===== src/rtl/ysyx_22050243_defs.sv =====
// Shared definitions for the ysyx_22050243 fetch path.
// Holds stall bus bit positions, bus widths, the NOP encoding, the reset PC,
// and the layout of one fetch-queue entry (pc + instruction word).
package ysyx_22050243_defs;

  // Stall bus bit positions
  localparam int STALL_EX   = 0;
  localparam int STALL_LOAD = 1;
  localparam int STALL_ID   = 2;
  localparam int STALL_RSVD = 3;

  localparam int IF_2_ID_W = 129;
  localparam int ID_BUS_W  = 97;

  localparam logic [31:0] INST_NOP = 32'h0000_0013;
  localparam logic [63:0] RESET_PC = 64'h7fff_fffc;

  typedef struct packed {
    logic [63:0] pc;
    logic [31:0] inst;
  } ifq_entry_t;

  localparam int IFQ_ENTRY_W = $bits(ifq_entry_t);

endpackage


===== src/rtl/ysyx_22050243_fifo2.sv =====
// Generic 2-entry synchronous FIFO.
// Ports:
//   clk, rst      : clock, synchronous active-high reset
//   i_push/i_wdata: write request and data
//   i_pop         : consume head entry
//   i_clear       : empty the FIFO; wins over push and pop
//   o_full/o_empty: occupancy flags
//   o_head        : head entry contents (undefined when empty)
// A push while full is accepted only if a pop happens in the same cycle;
// otherwise it is dropped and the caller is expected to flag it.
module ysyx_22050243_fifo2 #(
  parameter int W = 96
) (
  input  logic         clk,
  input  logic         rst,
  input  logic         i_push,
  input  logic [W-1:0] i_wdata,
  input  logic         i_pop,
  input  logic         i_clear,
  output logic         o_full,
  output logic         o_empty,
  output logic [W-1:0] o_head
);

  logic [W-1:0] r_mem [2];
  logic         r_wp;
  logic         r_rp;
  logic [1:0]   r_cnt;
  logic         w_do_push;
  logic         w_do_pop;

  assign o_empty   = (r_cnt == 2'd0);
  assign o_full    = (r_cnt == 2'd2);
  assign w_do_pop  = i_pop & ~o_empty;
  // When full, wp == rp, so a simultaneous push overwrites the slot being popped.
  assign w_do_push = i_push & (~o_full | w_do_pop);
  assign o_head    = r_mem[r_rp];

  always_ff @(posedge clk) begin
    if (rst || i_clear) begin
      r_wp  <= 1'b0;
      r_rp  <= 1'b0;
      r_cnt <= 2'd0;
    end else begin
      if (w_do_push) r_wp <= ~r_wp;
      if (w_do_pop)  r_rp <= ~r_rp;
      r_cnt <= r_cnt + {1'b0, w_do_push} - {1'b0, w_do_pop};
    end
  end

  // Storage needs no reset: contents are only observed when non-empty.
  always_ff @(posedge clk) begin
    if (!rst && !i_clear && w_do_push) r_mem[r_wp] <= i_wdata;
  end

endmodule


===== src/rtl/ysyx_22050243_ifq.sv =====
// Instruction fetch queue between IF and ID.
// Pairs each fetch address issued to the synchronous instruction SRAM with the
// word returned one cycle later, buffers pairs in a 2-entry queue and presents
// {valid, pc, inst} to ID. A branch redirect discards all wrong-path fetches.
// Ports:
//   clk, rst     : clock, synchronous active-high reset
//   if_2_id_bus  : {ce, if_pc[63:0], next_pc[63:0]} from IF
//   isram_rdata  : SRAM data for the address presented last cycle
//   stall        : stall bus (bit0 ex, bit1 load, bit2 id, bit3 reserved)
//   br_e         : branch redirect from EX
//   id_2_bus     : {id_valid, id_pc[63:0], id_inst[31:0]} to ID
//   ifq_ovf      : sticky overflow flag (queue full, push without pop)
module ysyx_22050243_ifq
  import ysyx_22050243_defs::*;
#(
  parameter int          DEPTH = 2,
  parameter logic [31:0] NOP   = INST_NOP
) (
  input  logic                 clk,
  input  logic                 rst,
  input  logic [IF_2_ID_W-1:0] if_2_id_bus,
  input  logic [31:0]          isram_rdata,
  input  logic [5:0]           stall,
  input  logic                 br_e,
  output logic [ID_BUS_W-1:0]  id_2_bus,
  output logic                 ifq_ovf
);

  localparam int unused_depth = DEPTH;

  logic        w_ce;
  logic [63:0] w_if_pc;
  logic [63:0] w_next_pc;
  logic        w_fstall;
  logic        w_dhold;
  logic        w_issue;
  logic        w_push;
  logic        w_pop;
  logic        w_full;
  logic        w_empty;
  ifq_entry_t  w_head;
  ifq_entry_t  w_wdata;
  logic        w_unused_bits;

  logic        r_req_v;
  logic [63:0] r_req_pc;
  logic        r_ovf;

  assign {w_ce, w_if_pc, w_next_pc} = if_2_id_bus;
  assign w_unused_bits = &{1'b0, w_next_pc, stall[5:4]};

  // fstall mirrors the condition under which IF holds its pc.
  assign w_fstall = stall[STALL_EX] | stall[STALL_LOAD] | stall[STALL_RSVD];
  assign w_dhold  = w_fstall | stall[STALL_ID];

  // A held pc is recorded only in the cycle it advances; pc 0 marks a bubble.
  assign w_issue = w_ce & ~w_fstall & (w_if_pc != 64'd0);

  // br_e kills the response landing this cycle and blocks consumption.
  assign w_push  = r_req_v & ~br_e;
  assign w_pop   = ~w_empty & ~w_dhold & ~br_e;
  assign w_wdata = '{pc: r_req_pc, inst: isram_rdata};

  always_ff @(posedge clk) begin
    if (rst) begin
      r_req_v  <= 1'b0;
      r_req_pc <= 64'd0;
    end else begin
      r_req_v <= w_issue & ~br_e;
      if (w_issue && !br_e) r_req_pc <= w_if_pc;
    end
  end

  always_ff @(posedge clk) begin
    if (rst) r_ovf <= 1'b0;
    else if (w_push && w_full && !w_pop) r_ovf <= 1'b1;
  end

  ysyx_22050243_fifo2 #(.W(IFQ_ENTRY_W)) u_fifo (
    .clk     (clk),
    .rst     (rst),
    .i_push  (w_push),
    .i_wdata (w_wdata),
    .i_pop   (w_pop),
    .i_clear (br_e),
    .o_full  (w_full),
    .o_empty (w_empty),
    .o_head  (w_head)
  );

  assign id_2_bus = {~w_empty,
                     w_empty ? 64'd0 : w_head.pc,
                     w_empty ? NOP   : w_head.inst};
  assign ifq_ovf  = r_ovf;

endmodule


===== config.mk =====
export PLATFORM = sky130hd
export DESIGN_NAME = ysyx_22050243_ifq
export DESIGN_NICKNAME = d
export VERILOG_FILES = /design/src/rtl/ysyx_22050243_defs.sv /design/src/rtl/ysyx_22050243_fifo2.sv /design/src/rtl/ysyx_22050243_ifq.sv
export SDC_FILE = /design/constraint.sdc
export NUM_CORES = 1
export LEC_CHECK = 0
export ABC_AREA = 0
export CAP_MARGIN = 20
export CELL_PAD_IN_SITES_DETAIL_PLACEMENT = 0
export CELL_PAD_IN_SITES_GLOBAL_PLACEMENT = 1
export CORE_MARGIN = 4
export CORE_UTILIZATION = 42
export CTS_CLUSTER_DIAMETER = 40
export DETAILED_ROUTE_END_ITERATION = 10
export PLACE_DENSITY = 0.89
export SYNTH_ARGS = -nofsm -noshare
export SYNTH_HDL_FRONTEND = slang
export SYNTH_SLANG_ARGS = --single-unit

===== constraint.sdc =====
create_clock -name clk -period 21.9 [get_ports clk]
set_input_delay 6.57 -clock clk [delete_from_list [all_inputs] [get_ports clk]]
set_output_delay 6.57 -clock clk [all_outputs]
set_load 0.02 [all_outputs]

== Yosys cells after proc, flatten, opt, wreduce, memory -nomap -nowiden ==
Memory sizes are Yosys's and may differ from the RTL's. A register that Yosys moved wholly into a read port is not among the register bits.
Index checks and enable logic that the tools add are counted.

* Flip-flop bits (word level): 70
* RAM bits: 192
* Input port bits: 170
* Output and inout port bits: 98
* Word-level logic and storage cells: 46
* Memories kept: 1

{| class="wikitable"
|+ Memories
! name !! depth !! bits a word !! rd ports !! clocked after Yosys merged registers in !! write ports !! line !! text
|-
| u_fifo.r_mem || 2 || 96 || 1 || 1 || 1 || ysyx_22050243_fifo2.sv:25 || <nowiki>logic [W-1:0] r_mem [2];</nowiki>
|}

* Add/subtract/negate cells: 2
* Eq/ne operators: 1
* Mux-type cells: 6
* Bitwise logic cells: 19
* Reduce and logical (&&, ||, !) cells: 11

{| class="wikitable"
|+ Operator list
! kind !! count
|-
| $mux 64 || 1
|-
| $reduce_bool 64->1 || 1
|-
| $mux 32 || 1
|-
| $and 1x1->1 || 8
|-
| $not 1->1 || 7
|-
| $logic_and 1x1->1 || 5
|-
| $mux 1 || 4
|-
| $or 1x1->1 || 4
|-
| $logic_not 1->1 || 3
|-
| $add 2x1->2 || 1
|-
| $eq 2x2->1 const B || 1
|-
| $logic_not 2->1 || 1
|-
| $sub 2x1->2 || 1
|-
| $logic_or 1x1->1 || 1
|}

== Depth between registers and ports, before layout ==
* Depth in word-level cells: 12
* Gate-level depth with buffers: 7
* Depth with buffers taken out: 7

== Cells and area by module ==
From an unflattened synthesis, not the netlist that was laid out.

* Cells, all modules: 742
* Area total of the unflattened synthesis: 10973.0 sq um

{| class="wikitable"
|+ By module, submodules not included
! module !! instances !! cells each !! area each (sq um) !! sequential area each (sq um)
|-
| ysyx_22050243_fifo2 || 1 || 327 || 7160.6 || 5865.6
|-
| ysyx_22050243_ifq || 1 || 415 || 3812.4 || 1321.3
|}

== Least setup slack after synthesis ==
No wires, ideal clock.

* Path kind: input to register
* Start point: input port br_e
* End point: memory u_fifo.r_mem[1][0], enable pin
* Setup time: 0.688 ns
* Arrival time: 14.448 ns
* Data required time: 21.212 ns
* Setup slack: 6.763 ns
* Stages on the path: 6
* Path buffers: 2
* Cell sequence: buf_2 -> nor4_4 -> a211oi_1 -> or3b_1 -> buf_2 -> nor3b_1

* Cells in the longest elaborated chain, start to end: 8
* Elaborated cells between the ends (all ways): 11
* Classes of those cells: 2 x mux; 6 x bitwise; 3 x reduce/logical

{| class="wikitable"
|+ Ends and longest elaborated chain
! what !! line !! text
|-
| start, declared || ysyx_22050243_ifq.sv:24 || <nowiki>input logic br_e,</nowiki>
|-
| $not 1->1 || ysyx_22050243_ifq.sv:60, ysyx_22050243_ifq.sv:61 ||
|-
| $and 1x1->1 || ysyx_22050243_ifq.sv:61 || <nowiki>assign w_pop = ~w_empty & ~w_dhold & ~br_e;</nowiki>
|-
| $and 1x1->1 || ysyx_22050243_fifo2.sv:34 || <nowiki>assign w_do_pop = i_pop & ~o_empty;</nowiki>
|-
| $or 1x1->1 || ysyx_22050243_fifo2.sv:36 || <nowiki>assign w_do_push = i_push & (~o_full | w_do_pop);</nowiki>
|-
| $and 1x1->1 || ysyx_22050243_fifo2.sv:36 ||
|-
| $logic_and 1x1->1 * || ysyx_22050243_fifo2.sv:53 || <nowiki>if (!rst && !i_clear && w_do_push) r_mem[r_wp] <= i_wdata;</nowiki>
|-
| $mux 1 * || ysyx_22050243_fifo2.sv:53 ||
|-
| $mux 1 (not written as such) * || ysyx_22050243_fifo2.sv:53 ||
|-
| end, declared || ysyx_22050243_fifo2.sv:25 ||
|}

Every way passes the cells marked *; elsewhere a longest branch is shown, timed or not.

==> impl_metrics.toml <==
[cells_and_area]
drive_gt1_share_pct = 7.42
antenna_cells = 0
fill_cells = 2015
area_growth_pct = 34.1
fin_area_mm2 = 0.0140
regArea_mm2 = 0.00719
finish.net_count = 1116
multi_input_area_mm2 = 0.00309

[synthesis]
synth_cell_types = 25
synth_largest_area_cell = "edfxtp_1"
yosys.area_share.xor_xnor_pct = 0.335
synthFlopType = "edfxtp_1"
ys_seq_elements = 263
muxShareOfSynthArea_pct = 15.3
yosys.area.top_type_share_pct = 55.2
synth_top_family_by_area = "multiplexers"
synth_edf_count = 192
yosys-top-cells-count = "edfxtp_1 (192), mux2i_1 (160), nand2b_1 (128)"
synthTopCellsByArea = "edfxtp_1 (55%), mux2i_1 (15%), dfxtp_1 (14%)"
yosysSeqAreaShare_pct = 68.8
ys_warn_count = 0
synth_simple_gate_area_share_pct = 13.3
synth.most_common_cell = "edfxtp_1"
synthAdderAreaFrac_pct = 0.120
avgSynthCellArea_um2 = 14.1
async_flop_share_pct = 0
synth_area_mm2 = 0.0104
synth_fp_nets = 912
syn_inst = 741
synth_compound_area_share_pct = 0.251

[global_routing]
overflow = 0
track_usage_pct = 15.8
grt_pass1_vias = 6508
grt_antenna_before_repair = 0
grt_pass1_wl_mm = 35.1
grt_max_degree = 72

[detailed_routing]
detail-route-antenna-nets = 0
drtIter0Drc = 346
drcViolationCount = 0
vias = 6297
routedWlPerCell_um = 17.1
drtPass1Iterations = 4
wirelength_mm = 22.2
routed_via_density = 4.86

[critical_path]
start_kind = "flip-flop"
worst_ep_arrival_time_ps = 3340
cp_max_fo = 60
critPathRequiredTime_ps = 15330
endpoint_kind = "output port"
critPathBufInv = 2
slowest_stage = "dfxtp_4"
rr_startpoint = "u_fifo.r_cnt[1]$_SDFF_PP0_"
setup.worst_path.class = "flip-flop to output port"
critPathTopFamily = "buffers and inverters"
path_cells = "buf_4 > mux2i_1 > nor2_1 > clkdlybuf4s50_1"
max_stage_delay_ps = 1060

[timing]
worst_slew_pin_slew_ps = 1090
slew-limit-headroom_pct = 27.2
rsz0062_at_grt = "false"
max_freq_mhz = 101
min_period_ps = 9910
finalHoldViolations = 0
fin_worst_skew_ps = 11.3
fin_crit_sh_pct = 45.2
setup_violations = 0
drv_slew = 0
tns_ps = 0

[placed_design]
hpwl_mm = 13.8
gp_congestion = 0.727
placed_area_mm2 = 0.0128
io_buffer_count = 201

[power_and_ir_drop]
total_leakage_power_nw = 4.60
power_density_mw_per_mm2 = 82.6
ir_drop_mv = 0.0453

[cts]
cts_buffer_depth = 3
clk_latency_ps = 490
postCtsHoldBufs = 0
numClockSinks = 263
cts-root-buf = "clkbuf_16"
cts.htree.levels = 2
cts_tree = "done"
cts_resized = 0
cts-buffers-inserted = 37
post_cts_buffers = 0
path_clk_slew_ps = 60

[floorplan]
core_area_mm2 = 0.0244
rows = 57
die_area_mm2 = 0.0275
ios = 268
die_x_um = 166
initial_utilization_pct = 42.8
die_h_um = 166

[min_path]
worstHoldPathType = "flip-flop to flip-flop"
holdCritStartpoint = "r_req_pc[56]$_SDFFE_PP0P_"

[flow_run]
maxCapViolCount = 0

[outcome]
outcome = "complete, no violations"
[metal layers]
layer  global-route usage [%]  vias up  part of all wire [%]
met3                     3.36       37                   5.2
met1                     19.8     3022                    43
met5                        0        -                     0
met2                     27.1      178                    49
li1                         -     3060                     -
met4                     5.42        0                   2.7
[final timing paths]
kind,slack [ps],endpoint,depth (start not counted)
worst min register to register,450,u_fifo.r_mem[1][88]$_DFFE_PP_,0
worst max register to register,19040,u_fifo.r_cnt[1]$_SDFF_PP0_,6
worst min-delay path,450,u_fifo.r_mem[1][88]$_DFFE_PP_,0
worst max-delay path,11990,id_2_bus[65],4
[layout by cell type (no fill, tap or decap), types with 3 or more instances in the layout]
cell type,netlist,final
clkbuf_16,0,37
mux2i_1,160,160
inv_1,5,5
nor4_1,17,17
nand2b_1,128,128
clkdlybuf4s50_1,0,200
edfxtp_1,192,192
nand2_1,4,4
dfxtp_1,71,70
nor2_1,95,94
bufinv_16,0,5
clkinv_2,0,4
nand4_1,4,4
clkbuf_1,27,8
inv_6,0,3
buf_4,0,9
nor3_1,6,5
[report_power, final]
group | total [W] | switching, W | internal [W] | leakage [nW]
registers | 0.000533 | 0.00000111 | 0.000532 | 2.58
logic | 0.0000369 | 0.0000136 | 0.0000233 | 1.42
clock network | 0.000587 | 0.000207 | 0.000380 | 0.600
total | 0.00116 | 0.000222 | 0.000936 | 4.60
[kinds of logic (layout without fill, tap and decap cells)]
kind of cell | count (synthesis) | in the layout
AOI/OAI and AO/OA | 4 | 4
adders and majority gates | 1 | 1
xor gates and xnor gates | 4 | 4
buffers and inverters | 49 | 279
and+or+nand+nor | 260 | 260
DFF | 263 | 263
muxes | 160 | 160
[through the flow]
stage | instances | total power (W) | worst slack [ps] | hold slack (ps) | util (%)
6_report | 1295 | 0.00116 | 11990 | 447 | 57.4
5_1_grt | 1295 | 0.00120 | 11800 | 462 | 57.4
4_1_cts | 1295 | 0.00117 | 11870 | 450 | 57.4
3_5_place_dp | 1230 | 0.000581 | 11930 | 440 | 52.4
3_3_place_gp | 1230 | 0.000580 | 11950 | 433 | 52.4
2_1_floorplan | 741 | 0.000556 | 6760 | 427 | -
[state kept, by name (all words and copies together) (netlist names), named ones only]
name          count
u_fifo.r_mem    192
r_req_pc         64
u_fifo.r_cnt      2
ifq_ovf           1
r_req_v           1
u_fifo.r_rp       1
u_fifo.r_wp       1
[worst reg2reg max path: cells and delay by family (launching register included)]
family / cells / cell delay [ps]
fa+ha+maj: 1 / 330
flops: 1 / 350
compound gates: 1 / 220
simple gates: 3 / 1480
buf+inv: 1 / 400
[final cells by class]
class                           count  area share [%]
Multi-Input combinational cell    429            22.0
Clock buffer                       47            7.02
Sequential cell                   263            51.3
Tap cell                          324            2.89
Inverter                            5           0.134
Clock inverter                     18            1.80
Timing Repair Buffer              209            14.8
No activity file was read; power rests on OpenSTA's default activity.
